File: config.mk
export PLATFORM = sky130hd
export DESIGN_NAME = fetch_unit
export DESIGN_NICKNAME = d
export VERILOG_FILES = /design/src/rtl/fetch_unit.sv
export SDC_FILE = /design/constraint.sdc
export NUM_CORES = 1
export LEC_CHECK = 0
export CORE_AREA = 10 10 133 123
export CTS_CLUSTER_SIZE = 14
export DETAILED_ROUTE_END_ITERATION = 10
export DIE_AREA = 0 0 143 133
export HOLD_SLACK_MARGIN = 0.05
export PLACE_DENSITY = 0.81
export SETUP_SLACK_MARGIN = 0.2
export SYNTH_ARGS = -nofsm -noshare
export SYNTH_HDL_FRONTEND = slang
export SYNTH_SLANG_ARGS = --single-unit
File: constraint.sdc
create_clock -name clock -period 5.1 [get_ports clock]
set_clock_uncertainty 0.2 [all_clocks]
set_input_delay 1.02 -clock clock [delete_from_list [all_inputs] [get_ports clock]]
set_output_delay 1.02 -clock clock [all_outputs]
set_load 0.03 [all_outputs]
File: src/rtl/fetch_unit.sv
// fetch_unit: instruction fetch stage with a START/RUN/HALT controller.
//
// Holds the program counter, presents it to instruction memory, and
// captures the returned instruction into the IF/ID pipeline register.
// An EBREAK fetch parks the unit in HALT. Only a redirect or a reset
// leaves HALT.
//
// Ports:
//   clock        in   rising-edge clock
//   reset        in   asynchronous active-high reset
//   stall        in   hold PC and IF/ID (a redirect overrides it)
//   redirect     in   load redirect_pc and flush IF/ID
//   redirect_pc  in   [Isize] redirect target byte address
//   instr_addr   out  [Isize] current PC, word aligned
//   instr_in     in   [Isize] instruction at instr_addr (combinational memory)
//   if_id_instr  out  [Isize] registered instruction
//   if_id_pc     out  [Isize] registered PC of if_id_instr
//   if_id_pc4    out  [Isize] registered if_id_pc + 4
//   if_id_valid  out  if_id_instr is a real instruction
//   halted       out  unit is in HALT
module fetch_unit #(
  parameter int unsigned      Isize    = 32,
  parameter logic [Isize-1:0] RESET_PC = Isize'(32'h0000_0000)
) (
  input  logic             clock,
  input  logic             reset,
  input  logic             stall,
  input  logic             redirect,
  input  logic [Isize-1:0] redirect_pc,
  output logic [Isize-1:0] instr_addr,
  input  logic [Isize-1:0] instr_in,
  output logic [Isize-1:0] if_id_instr,
  output logic [Isize-1:0] if_id_pc,
  output logic [Isize-1:0] if_id_pc4,
  output logic             if_id_valid,
  output logic             halted
);

  localparam logic [Isize-1:0] NOP_INSTR    = Isize'(32'h0000_0013);
  localparam logic [Isize-1:0] EBREAK_INSTR = Isize'(32'h0010_0073);
  localparam logic [Isize-1:0] RESET_PC_AL  = {RESET_PC[Isize-1:2], 2'b00};

  typedef enum logic [1:0] {
    START = 2'd0,
    RUN   = 2'd1,
    HALT  = 2'd2
  } state_t;

  state_t           state_q, state_d;
  logic [Isize-1:0] pc_q, pc_d;
  logic [Isize-1:0] if_id_instr_q, if_id_instr_d;
  logic [Isize-1:0] if_id_pc_q, if_id_pc_d;
  logic [Isize-1:0] if_id_pc4_q, if_id_pc4_d;
  logic             if_id_valid_q, if_id_valid_d;
  logic             halted_q, halted_d;

  logic [Isize-1:0] pc_plus4_s;
  logic [Isize-1:0] redirect_al_s;
  logic             unused_redirect_lsb_s;

  // PC+4 wraps naturally modulo 2^Isize; redirect targets are forced word aligned.
  assign pc_plus4_s            = pc_q + Isize'(32'd4);
  assign redirect_al_s         = {redirect_pc[Isize-1:2], 2'b00};
  assign unused_redirect_lsb_s = ^redirect_pc[1:0];

  // Next-state and next-IF/ID computation for the fetch controller.
  always_comb begin
    state_d       = state_q;
    pc_d          = pc_q;
    if_id_instr_d = if_id_instr_q;
    if_id_pc_d    = if_id_pc_q;
    if_id_pc4_d   = if_id_pc4_q;
    if_id_valid_d = if_id_valid_q;
    case (state_q)
      START: begin
        // One settling cycle after reset; stall and redirect are ignored.
        state_d = RUN;
      end
      RUN: begin
        if (redirect) begin
          pc_d          = redirect_al_s;
          if_id_instr_d = NOP_INSTR;
          if_id_valid_d = 1'b0;
        end else if (!stall) begin
          if_id_instr_d = instr_in;
          if_id_pc_d    = pc_q;
          if_id_pc4_d   = pc_plus4_s;
          if_id_valid_d = 1'b1;
          pc_d          = pc_plus4_s;
          if (instr_in == EBREAK_INSTR) begin
            state_d = HALT;
          end else begin
            state_d = RUN;
          end
        end else begin
          state_d = RUN;
        end
      end
      HALT: begin
        if (redirect) begin
          pc_d          = redirect_al_s;
          if_id_instr_d = NOP_INSTR;
          if_id_valid_d = 1'b0;
          state_d       = RUN;
        end else if (!stall) begin
          // EBREAK is presented once; afterwards only bubbles.
          if_id_valid_d = 1'b0;
        end else begin
          state_d = HALT;
        end
      end
      default: begin
        // Illegal encoding: fall back to the post-reset state.
        state_d       = START;
        pc_d          = RESET_PC_AL;
        if_id_instr_d = NOP_INSTR;
        if_id_pc_d    = Isize'(32'd0);
        if_id_pc4_d   = Isize'(32'd0);
        if_id_valid_d = 1'b0;
      end
    endcase
    halted_d = (state_d == HALT);
  end

  // State, PC and IF/ID register update with asynchronous reset.
  always_ff @(posedge clock or posedge reset) begin
    if (reset) begin
      state_q       <= START;
      pc_q          <= RESET_PC_AL;
      if_id_instr_q <= NOP_INSTR;
      if_id_pc_q    <= Isize'(32'd0);
      if_id_pc4_q   <= Isize'(32'd0);
      if_id_valid_q <= 1'b0;
      halted_q      <= 1'b0;
    end else begin
      state_q       <= state_d;
      pc_q          <= pc_d;
      if_id_instr_q <= if_id_instr_d;
      if_id_pc_q    <= if_id_pc_d;
      if_id_pc4_q   <= if_id_pc4_d;
      if_id_valid_q <= if_id_valid_d;
      halted_q      <= halted_d;
    end
  end

  assign instr_addr  = pc_q;
  assign if_id_instr = if_id_instr_q;
  assign if_id_pc    = if_id_pc_q;
  assign if_id_pc4   = if_id_pc4_q;
  assign if_id_valid = if_id_valid_q;
  assign halted      = halted_q;

endmodule

==> flow_summary.ini <==
[status]
outcome = completed

[clock_network]
cts.sinks = 126
cts-resized-gates = 0
postCtsSetupBuffers = 0
htreeDepth = 4
path_clk_slew_ns = 0.05
cts_root_buf = clkbuf_16
cts_buffer_depth = 2
cts_tree = built
clkLatencyLatePin_ns = 0.42
cts_hold_buf = 0
numCtsBuffers = 17

[die]
initial_utilization_pct = 45.55
die_x_um = 143
io_pins = 198
num_rows = 41
dieArea_um2 = 19020
die_h_um = 133
core_area_um2 = 13700

[cells_and_area]
drive_gt1_share_pct = 6.271
fin_nets = 953
final_area_um2 = 8836
area_growth_syn_to_layout_pct = 41.64
antenna_cells = 0

[detailed_routing]
vias = 5942
drc = 0
wire_per_inst_um = 19.57
dr.pass1.iters = 5
first_iter_violations = 486
ant_nets = 0
vias_per_cell = 5.579
wl_um = 20840

[sta]
max_slew_margin_pct = 30.81
holdWs_ns = 0.2623
finalCriticalPeriod_ns = 3.451
worst_pin_slew_ns = 1.030
grt_setup_unrepaired = false
report.final.slew_viol_count = 0
fmax_mhz = 289.8
tns_ns = 0
setup_ws_ns = 1.649
timing.final.crit_share_pct = 67.67
finalSetupViolations = 0
hold_viol = 0

[placed_design]
preCtsSetupSlack_ns = 1.197
place.gp.congestion = 0.8600
dpl.hpwl_um = 14720
place_area_um2 = 8232
io_buffers = 189

[global_routing]
grt_max_degree = 69
antenna_found_initial = 0
grt_usage_pct = 21.73
grt-ovfl-total = 0
grt_pass1_vias = 5784
grt_pass1_wl_um = 32400

[setup_path]
critPathCaptureType = flip-flop
cp-start-kind = input port
crit_type = input port to flip-flop
worstPathRequired_ns = 5.25
worst-path-max-fanout = 20
arrival_ns = 3.60

[pwr]
p_per_area_nw_per_um2 = 703.8
leakage_nw = 3.753
ir_drop_mv = 0.3628

[synthesis]
async_reset_ff_share_pct = 100.0
synth_area_um2 = 6238
syn_avg_cell_area_um2 = 8.750
seq_area_frac_synth_pct = 50.60
ys.flop_type = dfrtp_1
syn_inst = 713
ys_ff_latch = 126
ys_types = 58
synth_edf_count = 0
yosysWarningCount = 0

[min_path]
hold_path.class = flip-flop to flip-flop

[flow_run]
drv_cap = 0
## cells in the final DEF, fill, tap and decap left out, drive strengths merged, types with 5 or more instances in the layout
master and instances:
nand2 188, xor2 11, nor4 16, o21ai 75, a21oi 11, ha 5
clkdlybuf4s50 189, nor2 36, xnor2 14, a32oi 5, inv 9, nand4 11
nand3 57, buf 9, a22oi 10, conb 6, nand2b 5, o311ai 7
dfrtp 123, o31ai 16, clkbuf 26, nor3 9, or3 5
## power by group
part | switching [mW] | internal (mW) | total [mW]
Combinational | 1.93 | 1.19 | 3.12
Clock | 0.424 | 0.818 | 1.24
Sequential | 0.434 | 1.43 | 1.86
Total | 2.79 | 3.43 | 6.22
## kinds of logic (layout without fill, tap and decap cells)
| logic type | after synthesis | in the layout | synth area share [%] |
|---|---|---|---|
| buffers and inverters | 65 | 240 | 4.693 |
| AOI/OAI and AO/OA | 144 | 144 | 14.26 |
| other | 1 | 6 | 0.06011 |
| and+or+nand+nor | 345 | 345 | 25.55 |
| xor gates and xnor gates | 25 | 25 | 3.510 |
| DFF | 126 | 126 | 50.60 |
| muxes | 2 | 2 | 0.3209 |
| adders and majority gates | 5 | 5 | 1.003 |
## critical path: stages
cell and delay (ns):
clkdlybuf4s50_1 0.66, nand3b_1 0.28, buf_4 0.23, or4_1 0.75
or2_2 0.40, mux2i_1 0.13, a221o_1 0.12
## worst paths after layout
check | cells past startpoint | from | endpoint | slack (ns)
setup / recovery | 7 | redirect | instr_addr[26]$_DFFE_PP0P_ | 1.65
hold / removal | 2 | if_id_pc[9]$_DFFE_PP0P_ | if_id_pc[9]$_DFFE_PP0P_ | 0.26
min in group asynchronous | 2 | reset | if_id_instr[28]$_DFFE_PP0P_ | 0.89
hold reg to reg | 2 | if_id_pc[9]$_DFFE_PP0P_ | if_id_pc[9]$_DFFE_PP0P_ | 0.26
setup reg to reg | 8 | state_q[1]$_DFF_PP0_ | instr_addr[30]$_DFFE_PP0P_ | 2.02
max in group asynchronous | 3 | reset | if_id_instr[4]$_DFFE_PP1P_ | 2.94
## registers in the layout, summed over array words and instances, names as in the netlist
signal       count
state_q          2
if_id_pc4       30
if_id_valid      1
if_id_pc        30
halted           1
instr_addr      30
if_id_instr     32
## cell type report
cell class,count,area (um^2)
clock buffers,26,499.2
repair buffers,198,1984
inverters,10,40.04
flip-flops and latches,126,3157
fillers,1098,4861
well taps,172,215.2
multi-input cells,527,2835
clock inverters,6,105.1
## Yosys cell counts, types with 2 or more instances
cell type / count / share of area [%]
nand2_1: 186 / 11
dfrtp_1: 123 / 49
o21ai_0: 75 / 6.0
nand3_1: 54 / 4.3
nor2_1: 36 / 2.2
clkbuf_1: 26 / 1.6
o31ai_1: 15 / 1.8
nor4_1: 14 / 1.4
xnor2_1: 14 / 2.0
buf_2: 12 / 0.96
a21oi_1: 11 / 0.88
xor2_1: 11 / 1.5
a22oi_1: 10 / 1.2
nand4_1: 10 / 1.0
inv_1: 9 / 0.54
nor3_1: 9 / 0.72
buf_1: 7 / 0.42
buf_4: 6 / 0.72
a32oi_1: 5 / 0.70
ha_1: 5 / 1.0
nand2b_1: 5 / 0.50
o311ai_0: 5 / 0.70
or3_1: 5 / 0.50
a31oi_1: 4 / 0.40
and2_1: 4 / 0.40
nand3b_1: 4 / 0.48
and3_1: 3 / 0.30
clkbuf_2: 3 / 0.24
dfstp_2: 3 / 1.3
nand3_2: 3 / 0.48
nor4b_1: 3 / 0.42
o211ai_1: 3 / 0.36
mux2i_1: 2 / 0.32
o21bai_1: 2 / 0.24
o22ai_1: 2 / 0.20
o311ai_1: 2 / 0.28
## metrics by stage
| step | total power, mW | utilization, % | cells |
|---|---|---|---|
| after global routing | 6.584 | 64.51 | 1065 |
| after detailed placement | 4.980 | 60.10 | 1033 |
| after floorplan | 3.664 | - | 718 |
| final | 6.219 | 64.51 | 1065 |
| after CTS | 6.251 | 64.51 | 1065 |
| after global placement | 4.917 | 60.10 | 1033 |
## routing by layer
layer,wire [um],global-route usage (%),up-vias
li1,-,-,2800
met1,8292,26.41,2861
met2,10300,35.31,249
met3,1829,7.478,32
met4,417,6.873,0
met5,0,0,-
Note: power is estimated with default switching activity, not from simulation.
